**config.mk**
```make
export PLATFORM = sky130hd
export DESIGN_NAME = pingpong_wr_ctrl_flat
export DESIGN_NICKNAME = d
export VERILOG_FILES = /design/src/rtl/pingpong_wr_if.sv /design/src/rtl/pingpong_wr_ctrl.sv /design/src/flat_wrapper.sv
export SDC_FILE = /design/constraint.sdc
export NUM_CORES = 1
export LEC_CHECK = 0
export BUFFER_PORTS_ARGS = -buffer_cell sky130_fd_sc_hd__buf_2
export CORE_MARGIN = 2
export CORE_UTILIZATION = 30
export CTS_CLUSTER_SIZE = 28
export DETAILED_ROUTE_END_ITERATION = 7
export PLACE_DENSITY = 0.58
export SYNTH_ARGS = -nofsm -noshare
export SYNTH_HDL_FRONTEND = slang
export SYNTH_SLANG_ARGS = --single-unit
export TNS_END_PERCENT = 100
```
**constraint.sdc**
```tcl
create_clock -name clk -period 1.7 [get_ports clk]
set_input_delay 0.17 -clock clk [delete_from_list [all_inputs] [get_ports clk]]
set_output_delay 0.17 -clock clk [all_outputs]
set_load 0.005 [all_outputs]
```
**src/rtl/pingpong_wr_if.sv**
```systemverilog
// Stream, buffer-write and reader-handshake signals of the ping-pong write controller.
interface pingpong_wr_if #(
  parameter int WIDTH = 8,
  parameter int DEPTH = 16
);
  localparam int ADDR_WIDTH = $clog2(DEPTH);

  logic [WIDTH-1:0]      s_data;
  logic                  s_valid;
  logic                  s_last;
  logic                  s_ready;
  logic [ADDR_WIDTH-1:0] wr_addr;
  logic [WIDTH-1:0]      wr_data;
  logic                  wr_en;
  logic                  switch_buf;
  logic                  frame_valid;
  logic [ADDR_WIDTH:0]   frame_len;
  logic                  rd_done;

  // Controller side
  modport slave (
    input  s_data, s_valid, s_last, rd_done,
    output s_ready, wr_addr, wr_data, wr_en, switch_buf, frame_valid, frame_len
  );

  // Stream source / reader side
  modport master (
    output s_data, s_valid, s_last, rd_done,
    input  s_ready, wr_addr, wr_data, wr_en, switch_buf, frame_valid, frame_len
  );
endinterface

```
**src/rtl/pingpong_wr_ctrl.sv**
```systemverilog
// Write-side controller of the ping-pong frame buffer: writes stream words into
// the current write buffer, toggles buffer roles at frame completion and stalls
// the stream while both buffers hold frames.
module pingpong_wr_ctrl #(
  parameter int WIDTH = 8,
  parameter int DEPTH = 16
) (
  input  logic          clk,
  input  logic          rst_n,
  pingpong_wr_if.slave  bus
);
  localparam int AW = $clog2(DEPTH);
  localparam logic [AW-1:0] LAST_ADDR = AW'(DEPTH - 1);

  typedef enum logic {FILL, WAIT_RD} state_t;

  state_t         state_q, state_d;
  logic [AW-1:0]  cnt_q, cnt_d;
  logic [AW:0]    pend_len_q, pend_len_d;
  logic [AW:0]    frame_len_q, frame_len_d;
  logic           switch_q, switch_d;
  logic           frame_valid_q, frame_valid_d;
  logic           wr_en_q, wr_en_d;
  logic [AW-1:0]  wr_addr_q, wr_addr_d;
  logic [WIDTH-1:0] wr_data_q, wr_data_d;

  logic           accept;
  logic           complete;
  logic           busy;
  logic           free;
  logic [AW:0]    cnt_p1;

  assign bus.s_ready = (state_q == FILL);
  assign accept      = bus.s_valid && bus.s_ready;
  // A word with s_last at the final address is a single completion.
  assign complete    = accept && ((cnt_q == LAST_ADDR) || bus.s_last);
  assign busy        = frame_valid_q || switch_q;
  assign free        = !busy || (frame_valid_q && bus.rd_done);
  // One bit wider than the address so a full DEPTH-word frame length fits.
  assign cnt_p1      = {1'b0, cnt_q} + (AW + 1)'(1);

  // Next-state logic: word counter, buffer handover and stall decisions.
  always_comb begin
    state_d     = state_q;
    cnt_d       = cnt_q;
    pend_len_d  = pend_len_q;
    frame_len_d = frame_len_q;
    switch_d    = 1'b0;
    wr_en_d     = accept;
    wr_addr_d   = wr_addr_q;
    wr_data_d   = wr_data_q;

    if (accept) begin
      wr_addr_d = cnt_q;
      wr_data_d = bus.s_data;
    end

    case (state_q)
      FILL: begin
        if (complete) begin
          cnt_d = '0;
          if (free) begin
            // Last word lands in the old buffer in the same cycle as the toggle.
            switch_d    = 1'b1;
            frame_len_d = cnt_p1;
          end else begin
            pend_len_d = cnt_p1;
            state_d    = WAIT_RD;
          end
        end else if (accept) begin
          cnt_d = cnt_q + AW'(1);
        end
      end
      WAIT_RD: begin
        if (bus.rd_done && frame_valid_q) begin
          switch_d    = 1'b1;
          frame_len_d = pend_len_q;
          state_d     = FILL;
        end
      end
      default: state_d = FILL;
    endcase

    // A fresh frame is visible the cycle after the toggle; rd_done only
    // matters while a frame is actually held.
    if (switch_q) begin
      frame_valid_d = 1'b1;
    end else if (bus.rd_done) begin
      frame_valid_d = 1'b0;
    end else begin
      frame_valid_d = frame_valid_q;
    end
  end

  // State and output registers; reset discards any partial frame.
  always_ff @(posedge clk or negedge rst_n) begin
    if (!rst_n) begin
      state_q       <= FILL;
      cnt_q         <= '0;
      pend_len_q    <= '0;
      frame_len_q   <= '0;
      switch_q      <= 1'b0;
      frame_valid_q <= 1'b0;
      wr_en_q       <= 1'b0;
      wr_addr_q     <= '0;
      wr_data_q     <= '0;
    end else begin
      state_q       <= state_d;
      cnt_q         <= cnt_d;
      pend_len_q    <= pend_len_d;
      frame_len_q   <= frame_len_d;
      switch_q      <= switch_d;
      frame_valid_q <= frame_valid_d;
      wr_en_q       <= wr_en_d;
      wr_addr_q     <= wr_addr_d;
      wr_data_q     <= wr_data_d;
    end
  end

  assign bus.wr_en       = wr_en_q;
  assign bus.wr_addr     = wr_addr_q;
  assign bus.wr_data     = wr_data_q;
  assign bus.switch_buf  = switch_q;
  assign bus.frame_valid = frame_valid_q;
  assign bus.frame_len   = frame_len_q;
endmodule
```
**src/flat_wrapper.sv**
```systemverilog
// flat-port wrapper written by rule: the top's interface ports become plain ports
module pingpong_wr_ctrl_flat 
#(
  parameter int WIDTH = 8,
  parameter int DEPTH = 16
)
  (clk, rst_n, bus_s_data, bus_s_valid, bus_s_last, bus_rd_done, bus_s_ready, bus_wr_addr, bus_wr_data, bus_wr_en, bus_switch_buf, bus_frame_valid, bus_frame_len);
  pingpong_wr_if #(.WIDTH(WIDTH), .DEPTH(DEPTH)) bus_i ();
  input  logic clk;
  input  logic rst_n;
  input wire logic [$bits(bus_i.s_data)-1:0] bus_s_data;
  input wire logic [$bits(bus_i.s_valid)-1:0] bus_s_valid;
  input wire logic [$bits(bus_i.s_last)-1:0] bus_s_last;
  input wire logic [$bits(bus_i.rd_done)-1:0] bus_rd_done;
  output wire logic [$bits(bus_i.s_ready)-1:0] bus_s_ready;
  output wire logic [$bits(bus_i.wr_addr)-1:0] bus_wr_addr;
  output wire logic [$bits(bus_i.wr_data)-1:0] bus_wr_data;
  output wire logic [$bits(bus_i.wr_en)-1:0] bus_wr_en;
  output wire logic [$bits(bus_i.switch_buf)-1:0] bus_switch_buf;
  output wire logic [$bits(bus_i.frame_valid)-1:0] bus_frame_valid;
  output wire logic [$bits(bus_i.frame_len)-1:0] bus_frame_len;
  assign bus_i.s_data = bus_s_data;
  assign bus_i.s_valid = bus_s_valid;
  assign bus_i.s_last = bus_s_last;
  assign bus_i.rd_done = bus_rd_done;
  assign bus_s_ready = bus_i.s_ready;
  assign bus_wr_addr = bus_i.wr_addr;
  assign bus_wr_data = bus_i.wr_data;
  assign bus_wr_en = bus_i.wr_en;
  assign bus_switch_buf = bus_i.switch_buf;
  assign bus_frame_valid = bus_i.frame_valid;
  assign bus_frame_len = bus_i.frame_len;
  pingpong_wr_ctrl #(.WIDTH(WIDTH), .DEPTH(DEPTH)) u_core (.clk(clk), .rst_n(rst_n), .bus(bus_i));
endmodule
```
* Word level (Yosys, flattened, before mapping)
Cells that the tools add are included.
** Storage, ports and cells
- Register bits after elaboration :: 30
- Output and inout port bits :: 21
- Bits of input ports :: 13
** Cells by class
- Add/sub/neg operators :: 2
- Reduce and logical (&&, ||, !) cells :: 12
- Equality and inequality tests :: 4
- Bitwise logic cells :: 2
- Muxes and demuxes :: 16
** Operators by type and width (number)
- $mux 5 :: 3
- $pmux 5 s2 :: 1
- $mux 1 :: 8
- $mux 4 :: 2
- $ne 2x2->1 const B :: 3
- $reduce_and 3->1 :: 2
- $add 4x1->5 const B :: 1
- $add 4x1->4 const B :: 1
- $eq 4x4->1 const B :: 1
- $pmux 1 s2 :: 2
- $reduce_bool 2->1 :: 2
- $logic_and 1x1->1 :: 3
- $logic_or 1x1->1 :: 3
- $not 1->1 :: 2
- $reduce_and 2->1 :: 1
- $logic_not 1->1 :: 1

* Depth between registers and ports, before layout
- Depth after elaboration :: 6
- Gate-level depth with buffers :: 6
- Mapped depth without buffers :: 5

* Least setup slack after synthesis
Ideal clock, no wire load.
- Path kind :: register to register
- Start point :: reg u_core.cnt_q[0]
- End point :: reg u_core.frame_len_q[2] (netlist: u_core.bus.frame_len[2])
- Cell stages (with the launch flop) :: 6
- Setup slack :: 0.044 ns
- Path buffers :: 0
- Required time :: 1.575 ns
- Data arrival time :: 1.531 ns
- Path through :: dfrtp_1 ha_1 nor2b_1 or2_0 mux2_4 mux2_4
** Between the ends
- Longest elaborated chain between the ends :: 5
- Elaborated cells on any way between the ends :: 9
- Classes of those cells :: 1 x add/sub; 2 x eq/ne; 3 x mux; 3 x reduce/logical
** RTL lines
- from (decl) :: RTL line pingpong_wr_ctrl.sv:18 : logic [AW-1:0] cnt_q, cnt_d;
- from (signal assigned) :: RTL line pingpong_wr_ctrl.sv:109 : cnt_q <= cnt_d;
- branches (longest 5 deep; another with $add 4x1->5)
- to (signal assigned) :: RTL line pingpong_wr_ctrl.sv:111 : frame_len_q <= frame_len_d;
- to (decl) :: RTL line pingpong_wr_ctrl.sv:20 : logic [AW:0] frame_len_q, frame_len_d;
Several ways; the timed one is not identified. The select of a mux whose other input is x is not followed.
A chain may end at the register's enable or synchronous reset.

* Worst setup path in the final report
Same ends and word-level chain as after synthesis.

==> impl_metrics.yaml <==
worst_setup_path:
  critPathLaunchType: "flip-flop"
  cp-end-kind: "flip-flop"
  cp_max_fo: 4
  cp_data_arrival_time_ns: 1.77
  critPathRequiredTime_ns: 1.86
  criticalPathCategory: "reg2reg"
timing:
  worst_clock_skew_ns: 0.004512
  finalSetupViolCount: 0
  finalCritPeriodShare_pct: 94.78
  holdWs_ns: 0.07687
  drv_slew: 0
  post-route-min-period_ns: 1.611
  worstMarginPinSlew_ns: 0.6669
  rsz0062_at_grt: "no"
  hold_viol: 0
  maxSlewHeadroom_pct: 55.54
  setup_tns_ns: 0
  fmax_mhz: 620.7
drt:
  ant_nets: 0
  vias: 957
  wl_per_cell_um: 11.99
  routed_wl_um: 2530
  wl_met2_um: 1229
  first_pass_iters: 4
  met1Wirelength_um: 1093
  wl_met3_um: 152
  drcViolationCount: 0
  highest_layer: "met4"
  vias_per_cell: 4.536
  drtIter0Drc: 38
flow_run:
  maxCapViolCount: 0
global_routing:
  grt_max_degree: 31
  antenna_found_initial: 0
  track_usage_pct: 11.85
  grt_pass1_wl_um: 4478
  overflow: 0
  grt_pass1_vias: 983
cells_and_area:
  layout-drive-gt1-share_pct: 39.13
  area_delta_synth_final_pct: 27.07
  finalNonFillerCells: 211
  diodes: 0
  final_cell_mix: "nand2_1, buf_2, dfrtp_1"
  final_nets: 176
  layout_commonest_cell: "nand2_1"
  fin_area_sq_um: 1650
yosys:
  synthCells: 118
  synth_top_area_share_pct: 57.80
  syn_area_sq_um: 1299
  ys_ff_latch: 30
  yosysWarnings: 0
  synth-seq-area-share_pct: 57.80
  synth.net_count: 132
  avgSynthCellArea_sq_um: 11.01
  synth.distinct_cells: 27
  synth_area_leaders: "dfrtp_1, nand2_1, mux2_2, mux2i_1, mux2_4"
  yosys.area.top_type: "dfrtp_1"
power:
  power_density_nw_per_um2: 1645
  ir_drop_uv: 834.3
  leakagePower_nw: 0.8855
clock_network:
  cts_htree_levels: 2
  clk_path_buf_depth: 2
  numCtsBuffers: 5
  cts_sinks: 30
  postCtsSetupRepairBufs: 0
  clock_latency_ns: 0.28
  cts_tree: "done"
  path_clk_slew_ns: 0.06
  root_buffer: "clkbuf_8"
placement:
  dpl.hpwl_um: 1790
  dp_cells: 204
  place.gp.congestion: 0.7437
  port_buffers: 33
  place_area_sq_um: 1555
floorplanning:
  dieArea_sq_um: 4871
  die_y_um: 69.80
  start_util_pct: 31.78
  fp-row-count: 23
  fp.dieW_um: 69.80
  ioPinCount: 34
  core_area_sq_um: 4086
run_status:
  run_status: "complete, no violations"
min_path:
  hold_class: "in2reg"
## Yosys cell counts, drive strengths merged
cell type and instances:
nor3 1, or2 1, mux2 11, o2bb2ai 1, a31oi 1, nand3 3
ha 1, xnor2 1, clkinv 2, o21ai 4, nand2b 1, clkbuf 1
nor2 1, dfrtp 30, buf 2, and2b 1, a21oi 1, a21o 2
inv 3, nor2b 1, mux2i 3, and3 1, nand2 45
## per-stage QoR
stage,setup WS [ns],utilization (%),total power [W]
finish,0.08882,40.39,0.002714
global route,0.01509,40.39,0.002945
CTS,0.03437,40.32,0.002761
detailed placement,0.04115,38.06,0.002183
global placement,0.08157,38.06,0.002136
floorplan,0.04412,-,0.001760
## flip-flops by register name, summed over array words and instances, names as in the netlist
name                    flops
u_core.bus.wr_data          8
u_core.bus.frame_len        5
u_core.pend_len_q           5
u_core.bus.wr_addr          4
u_core.cnt_q                4
u_core.bus.frame_valid      1
u_core.bus.switch_buf       1
u_core.bus.wr_en            1
u_core.state_q              1
## power by group
group          internal (W)  switching, W  leakage, nW
clock network      0.000311      0.000243       0.0431
logic              0.000520      0.000495        0.460
registers          0.000986      0.000159        0.382
total               0.00182      0.000897        0.886
## routing by layer
layer / global-route usage, % / vias to the layer above
met5: 0 / -
met4: 5.769 / 0
met3: 4.651 / 7
met2: 18.94 / 21
met1: 13.84 / 461
li1: - / 468
## critical path, stage by stage (launching register included)
cell and delay [ns]:
dfrtp_1 0.39, ha_2 0.22, nor2b_1 0.15, or2_0 0.24
mux2_4 0.26, mux2_4 0.25
## path summary, 6_finish.rpt
kind	startpoint	to	slack, ns	cells past startpoint
setup / recovery	u_core.cnt_q[0]	u_core.bus.frame_len[2]	0.09	5
min in group asynchronous	rst_n	u_core.bus.frame_len[4]	0.46	2
max in group asynchronous	rst_n	u_core.bus.wr_addr[3]	0.81	2
setup reg to reg	u_core.cnt_q[0]	u_core.bus.frame_len[2]	0.09	5
hold reg to reg	u_core.bus.wr_data[2]	u_core.bus.wr_data[2]	0.47	2
hold / removal	bus_s_data[2]	u_core.bus.wr_data[2]	0.08	3
## cell families after synthesis
group,synth area share [%]
AO/OA/AOI/OAI,6.839
XOR/XNOR,0.6745
adder cells (fa/ha/maj),0.9632
buffers and inverters,2.793
flip-flops,57.80
multiplexers,12.43
AND/OR/NAND/NOR,18.50
## final cells by class
cell class / count / area (sq um)
Inverter: 5 / 20.02
Sequential cell: 30 / 750.7
Tap cell: 50 / 62.56
Fill cell: 437 / 2436
Clock buffer: 6 / 82.58
Timing Repair Buffer: 40 / 220.2
Multi-Input combinational cell: 80 / 514.2
## what timing repair did
item | 4_1_cts | 5_1_grt
endpoints found under the setup margin | 0 | 1
endpoints found under the hold margin | 30 | 0
hold buffers | 1 | 0
resized for setup | 0 | 1
Power figures use the tool's default switching activity.
